`config.mk`:
```
export PLATFORM = sky130hd
export DESIGN_NAME = intersection_phase_scheduler_flat
export DESIGN_NICKNAME = d
export VERILOG_FILES = /design/src/rtl/intersection_phase_scheduler_if.sv /design/src/rtl/intersection_phase_scheduler.sv /design/src/flat_wrapper.sv
export SDC_FILE = /design/constraint.sdc
export NUM_CORES = 1
export LEC_CHECK = 0
export CAP_MARGIN = 20
export CORE_UTILIZATION = 62
export CTS_CLUSTER_DIAMETER = 100
export DETAILED_ROUTE_END_ITERATION = 10
export DONT_BUFFER_PORTS = 1
export HOLD_SLACK_MARGIN = 0.1
export MAX_ROUTING_LAYER = met4
export PLACE_DENSITY = 0.89
export SYNTH_ARGS = -nofsm -noshare
export SYNTH_HDL_FRONTEND = slang
export SYNTH_SLANG_ARGS = --single-unit
export TNS_END_PERCENT = 5
```
`constraint.sdc`:
```
create_clock -name clk -period 3.3 [get_ports clk]
set_input_delay 0.66 -clock clk [delete_from_list [all_inputs] [get_ports clk]]
set_output_delay 0.66 -clock clk [all_outputs]
set_load 0.005 [all_outputs]
```
`src/rtl/intersection_phase_scheduler_if.sv`:
```
// Signal bundle between the intersection phase scheduler and its controller:
// sensor/preemption inputs in, light and phase status out.
interface intersection_phase_scheduler_if;
    logic [3:0]  req;
    logic        preempt;
    logic [1:0]  preempt_id;
    logic [11:0] lights;
    logic [1:0]  active_id;
    logic [1:0]  phase;
    logic        grant_pulse;

    modport master (
        output req, preempt, preempt_id,
        input  lights, active_id, phase, grant_pulse
    );

    modport slave (
        input  req, preempt, preempt_id,
        output lights, active_id, phase, grant_pulse
    );
endinterface

```
`src/rtl/intersection_phase_scheduler.sv`:
```
// Four-approach traffic phase scheduler: ALL_RED -> GREEN -> YELLOW cycle with
// min/max green, round-robin service and emergency preemption.
module intersection_phase_scheduler #(
    parameter int MIN_GREEN = 8,
    parameter int MAX_GREEN = 32,
    parameter int YELLOW_T  = 4,
    parameter int ALLRED_T  = 2
) (
    input  logic                          clk,
    input  logic                          rst,
    intersection_phase_scheduler_if.slave bus
);

    typedef enum logic [1:0] {
        ALL_RED = 2'b00,
        GREEN   = 2'b01,
        YELLOW  = 2'b10
    } state_t;

    // Timer holds (cycles spent in state - 1), so thresholds are compared against N-1.
    localparam logic [5:0] MIN_M1    = 6'(MIN_GREEN - 1);
    localparam logic [5:0] MAX_M1    = 6'(MAX_GREEN - 1);
    localparam logic [5:0] YELLOW_M1 = 6'(YELLOW_T - 1);
    localparam logic [5:0] ALLRED_M1 = 6'(ALLRED_T - 1);
    localparam logic [11:0] ALL_RED_LIGHTS = 12'b100100100100;

    state_t      state, state_nxt;
    logic [5:0]  timer, timer_nxt;
    logic [1:0]  active, active_nxt;
    logic [11:0] lights;
    logic [1:0]  phase;
    logic        grant_pulse;
    logic        other_req;

    function automatic logic [5:0] sat_inc(input logic [5:0] t);
        return (t == 6'h3f) ? t : t + 6'd1;
    endfunction

    // Search last+1, +2, +3, +0; the lowest offset with a request wins.
    function automatic logic [1:0] rr_pick(input logic [1:0] last, input logic [3:0] r);
        logic [1:0] pick;
        logic [1:0] idx;
        pick = last;
        for (int i = 4; i >= 1; i--) begin
            idx = last + 2'(i);
            if (r[idx]) pick = idx;
        end
        return pick;
    endfunction

    function automatic logic [11:0] lights_for(input state_t s, input logic [1:0] id);
        logic [11:0] l;
        int          base;
        l    = ALL_RED_LIGHTS;
        base = 3 * int'(id);
        if (s == GREEN)  l[base +: 3] = 3'b001;
        if (s == YELLOW) l[base +: 3] = 3'b010;
        return l;
    endfunction

    always_comb begin
        state_nxt  = state;
        timer_nxt  = sat_inc(timer);
        active_nxt = active;
        other_req  = |(bus.req & ~(4'b0001 << active));
        case (state)
            ALL_RED: begin
                if (timer >= ALLRED_M1 && (|bus.req || bus.preempt)) begin
                    state_nxt  = GREEN;
                    timer_nxt  = '0;
                    active_nxt = bus.preempt ? bus.preempt_id : rr_pick(active, bus.req);
                end
            end
            GREEN: begin
                if (bus.preempt) begin
                    if (bus.preempt_id != active) begin
                        state_nxt = YELLOW;
                        timer_nxt = '0;
                    end
                end else if (timer >= MIN_M1 && other_req &&
                             (!bus.req[active] || timer >= MAX_M1)) begin
                    state_nxt = YELLOW;
                    timer_nxt = '0;
                end
            end
            YELLOW: begin
                if (timer >= YELLOW_M1) begin
                    state_nxt = ALL_RED;
                    timer_nxt = '0;
                end
            end
            default: begin
                state_nxt = ALL_RED;
                timer_nxt = '0;
            end
        endcase
    end

    // Outputs are registered from the same next-state values the FSM commits.
    always_ff @(posedge clk or negedge rst) begin
        if (!rst) begin
            state       <= ALL_RED;
            timer       <= '0;
            active      <= 2'b11;
            lights      <= ALL_RED_LIGHTS;
            phase       <= 2'b00;
            grant_pulse <= 1'b0;
        end else begin
            state       <= state_nxt;
            timer       <= timer_nxt;
            active      <= active_nxt;
            lights      <= lights_for(state_nxt, active_nxt);
            phase       <= state_nxt;
            grant_pulse <= (state == ALL_RED) && (state_nxt == GREEN);
        end
    end

    assign bus.lights      = lights;
    assign bus.active_id   = active;
    assign bus.phase       = phase;
    assign bus.grant_pulse = grant_pulse;

endmodule

```
`src/flat_wrapper.sv`:
```
// flat-port wrapper written by rule: the top's interface ports become plain ports
module intersection_phase_scheduler_flat 
#(
    parameter int MIN_GREEN = 8,
    parameter int MAX_GREEN = 32,
    parameter int YELLOW_T  = 4,
    parameter int ALLRED_T  = 2
)
  (clk, rst, bus_req, bus_preempt, bus_preempt_id, bus_lights, bus_active_id, bus_phase, bus_grant_pulse);
  intersection_phase_scheduler_if bus_i ();
  input  logic clk;
  input  logic rst;
  input wire logic [$bits(bus_i.req)-1:0] bus_req;
  input wire logic [$bits(bus_i.preempt)-1:0] bus_preempt;
  input wire logic [$bits(bus_i.preempt_id)-1:0] bus_preempt_id;
  output wire logic [$bits(bus_i.lights)-1:0] bus_lights;
  output wire logic [$bits(bus_i.active_id)-1:0] bus_active_id;
  output wire logic [$bits(bus_i.phase)-1:0] bus_phase;
  output wire logic [$bits(bus_i.grant_pulse)-1:0] bus_grant_pulse;
  assign bus_i.req = bus_req;
  assign bus_i.preempt = bus_preempt;
  assign bus_i.preempt_id = bus_preempt_id;
  assign bus_lights = bus_i.lights;
  assign bus_active_id = bus_i.active_id;
  assign bus_phase = bus_i.phase;
  assign bus_grant_pulse = bus_i.grant_pulse;
  intersection_phase_scheduler #(.MIN_GREEN(MIN_GREEN), .MAX_GREEN(MAX_GREEN), .YELLOW_T(YELLOW_T), .ALLRED_T(ALLRED_T)) u_core (.clk(clk), .rst(rst), .bus(bus_i));
endmodule
```
==> metrics.md <==
| Metric | Value |
|---|---|
| Outcome | `finished clean` |
| Crit path max fanout | `17` |
| Multi-input gate area | `a little over 800 µm²` |
| Cells along the critical path | `inv_1 -> ha_1 -> or3b_2 -> o32a_1 -> o21ai_1 -> nand3_1 -> a211oi_1` |
| Critical Path Max Stage Delay | `roughly 0.8 ns` |
| CTS Buffer Depth | `2` |
| N_diodes | `0` |
| Slowest-stage cell, CP | `dfstp_2` |
| Max IR drop VDD | `just over 0.0006 V` |
| Critical path endpoint category | `flop` |
| CTS tree | `done` |
| Main area contributors after synthesis | `dfrtp_1 29%, dfstp_2 11%, ha_1 6.7%` |
| WP data required | `3.52 ns` |
| # setup viols final | `0` |
| Clock skew | `0.00156 ns` |
| Post-synth top area share | `around 29%` |
| Fin crit share | `88.7%` |
| DRC viols | `0` |
| Rel. slew slack | `between 40% and 50%` |
| Max-cap violations | `0` |
| Pwr/cell area | `between 900 and 1000 mW/mm²` |
| Max Clock Freq | `about 0.34 GHz` |
| First-pass detailed-route iteration total | `4` |
| Top cells by count, synth | `17 x dfrtp_1, 13 x a21oi_1, 10 x inv_1, 10 x o21ai_0` |
| Final TNS setup | `0 ns` |
| Worst skew pair latency | `between 0.3 and 0.4 ns` |
| Post-DP Area | `roughly 0.0015 mm²` |
| Hpwl dp | `roughly 2500 µm` |
| Pin count of the biggest net entering global routing | `18` |
| Rows | `17` |
| Reg-to-reg slack, setup | `around 0.37 ns` |
| Met1 Use GR | `37.2%` |
| Hold Path Class | `in -> async` |
| CP bufs+invs | `1` |
| Global routing's busiest layer | `met2` |
| Core area | `~0.0022 mm²` |
| Gr usage total | `between 30% and 40%` |
| Top FF cell, synth | `dfrtp_1` |
| Startpoint types | `flop` |
| DR WL/cell | `between 15 and 20 µm` |
| # nets final | `169` |
| #FFs+latches synth | `23` |
| Initial antenna violation count | `0` |
| Die H | `roughly 50 µm` |
| Via count | `1265` |
| Post-synth ARST share | `between 90% and 100%` |
| Gr ovfl total | `0` |
| Lkg Pwr | `around 0.65 nW` |
| Crit path depth | `7` |
| Netlist cell types | `48` |
| Mean Syn Cell Area | `9.78 µm²` |
| Critical path arrival | `around 3.2 ns` |
| Synth-to-layout area growth | `2.78%` |
| IO buf count | `0` |
| Inserted Clock Buffers | `3` |
| Post_cts resized | `0` |
| Slew Viols, Final | `0` |
| Global-route wire length before repair | `5640 µm` |
| Setup WS pre-CTS | `between 0.4 and 0.5 ns` |
| Hold Fails Final Rpt | `0` |
| Design area | `around 0.0015 mm²` |
| H-tree Lvls | `1` |
| Routed Antenna Nets | `0` |
| M2 GR Usage | `between 50 and 60%` |
| Mean number of vias per cell | `7.07` |
| Grt met3 use | `between 2 and 3%` |
| Clock Sinks | `23` |
| IO Count | `26` |
| Clk slew on worst S/H paths | `0.13 ns` |
| Vias in the first global route | `1143` |
| Synthesis Warnings | `0` |
| Post-Syn Nets | `~170` |
| Die ar. | `about 0.0026 mm²` |
| Share of post-route cells with drive strength above 1 | `~17%` |
| Most instantiated library cell after synthesis | `dfrtp_1` |
| RePlAce Congestion | `~0.89` |
| Post-synthesis cell area | `0.00149 mm²` |
| Post-Syn Instances | `~150` |
| Slew @ Worst Pin | `approximately 0.76 ns` |
| Filler cells | `around 170` |
| Die Span X | `slightly above 50 µm` |
| Detailed Route WL | `between 3000 and 4000 µm` |
| Crit-path leading delay family | `flip-flops` |
| Cell depth of the worst flop-to-flop path | `7` |
| Root buf cell | `clkbuf_4` |
| RSZ-0062 raised after global routing | `no` |
| Effective utilization at floorplan | `roughly 67%` |
| Synth area leader | `dfrtp_1` |
| Post-layout min period | `a little under 3 ns` |
| Number of synthesized flops with an enable pin | `0` |
| Sequential cell area fraction in the yosys report | `approximately two fifths` |
| DRT iter0 DRCs | `between 70 and 80` |
| Setup ws final | `about 0.37 ns` |
| Reg-to-Reg End | `u_core.bus.lights[3]$_DFF_PN0_` |
| Crit Path Class | `reg -> reg` |
| Finished Core Util | `around two thirds` |
| Total Power | `around 0.0015 W` |
| RR Startpoint | `u_core.bus.active_id[0]$_DFF_PN1_` |
| Register area | `around 580 µm²` |
[layout by cell type (no fill, tap or decap), types with 3 or more instances in the layout]
| master | instances |
|---|---|
| o21ai_0 | 10 |
| nor4_1 | 4 |
| nand3_1 | 6 |
| nand2b_1 | 8 |
| mux2i_1 | 4 |
| clkbuf_4 | 3 |
| a211oi_1 | 4 |
| inv_1 | 10 |
| dfstp_2 | 6 |
| ha_1 | 8 |
| nand4_1 | 3 |
| nor3_1 | 4 |
| dfrtp_1 | 17 |
| nor2_1 | 6 |
| xnor2_1 | 3 |
| a21oi_1 | 13 |
| nand2_1 | 4 |
[registers in the layout, indices dropped and copies added (netlist names)]
name                    cells
u_core.timer                6
u_core.bus.active_id        2
u_core.bus.grant_pulse      1
u_core.state                2
u_core.bus.lights          12
[worst reg2reg max path, cell delays in order (launching register included)]
cell and delay, ns:
dfstp_2 0.78, inv_1 0.17, ha_1 0.40, or3b_2 0.48, o32a_1 0.19, o21ai_1 0.19
nand3_1 0.28, a211oi_1 0.34
[per-layer routing]
metal	routed length [µm]	share of wire (%)	up-vias
met2	1750	51	82
li1	-	-	563
met5	0	0	-
met4	148	4.3	0
met3	262	7.7	14
met1	1260	37	606
[cell type report]
cell class                      count  area share [%]
Tap cell                           28            2.29
Clock buffer                        3            1.47
Timing Repair Buffer                1           0.655
Clock inverter                      1           0.328
Inverter                           12            2.95
Multi-Input combinational cell    111            54.1
Sequential cell                    23            38.2
[logic make-up (layout without fill, tap and decap cells)]
group	Yosys count	after routing	synth area share, %
adders and majority gates	8	8	6.73
xor gates and xnor gates	3	3	1.77
DFF	23	23	39.2
muxes	7	7	6.48
and+or+nand+nor	46	46	17.6
buffers and inverters	18	17	5.13
AOI/OAI and AO/OA	47	47	23.1
[power by group]
| part | switching, W | total [W] | internal, W |
|---|---|---|---|
| Sequential | 0.000119 | 0.000510 | 0.000390 |
| Combinational | 0.000501 | 0.000815 | 0.000314 |
| Clock | 0.0000922 | 0.000138 | 0.0000454 |
| Total | 0.000712 | 0.00146 | 0.000750 |
[how the worst max path moves through the flow]
stage,end,startpoint
final,u_core.bus.lights[3]$_DFF_PN0_,u_core.bus.active_id[0]$_DFF_PN1_
after global routing,u_core.bus.lights[3]$_DFF_PN0_,u_core.bus.active_id[0]$_DFF_PN1_
after CTS,u_core.bus.lights[3]$_DFF_PN0_,u_core.bus.active_id[0]$_DFF_PN1_
after detailed placement,u_core.bus.lights[3]$_DFF_PN0_,u_core.bus.active_id[0]$_DFF_PN1_
after global placement,u_core.bus.lights[10]$_DFF_PN0_,u_core.bus.active_id[0]$_DFF_PN1_
after floorplan,u_core.bus.lights[0]$_DFF_PN0_,u_core.bus.active_id[1]$_DFF_PN1_
[repair_timing]
action / 4_1_cts / 5_1_grt
buffers inserted: 0 / 0
hold endpoints to repair: 17 / 0
hold buffers: 1 / 0
[stage by stage]
step | hold WS [ns] | instances
2_1_floorplan | 0.364 | 152
3_3_place_gp | 0.365 | 174
3_5_place_dp | 0.365 | 174
4_1_cts | 0.167 | 179
5_1_grt | 0.151 | 179
6_report | 0.157 | 179
Power figures use the tool's default switching activity.
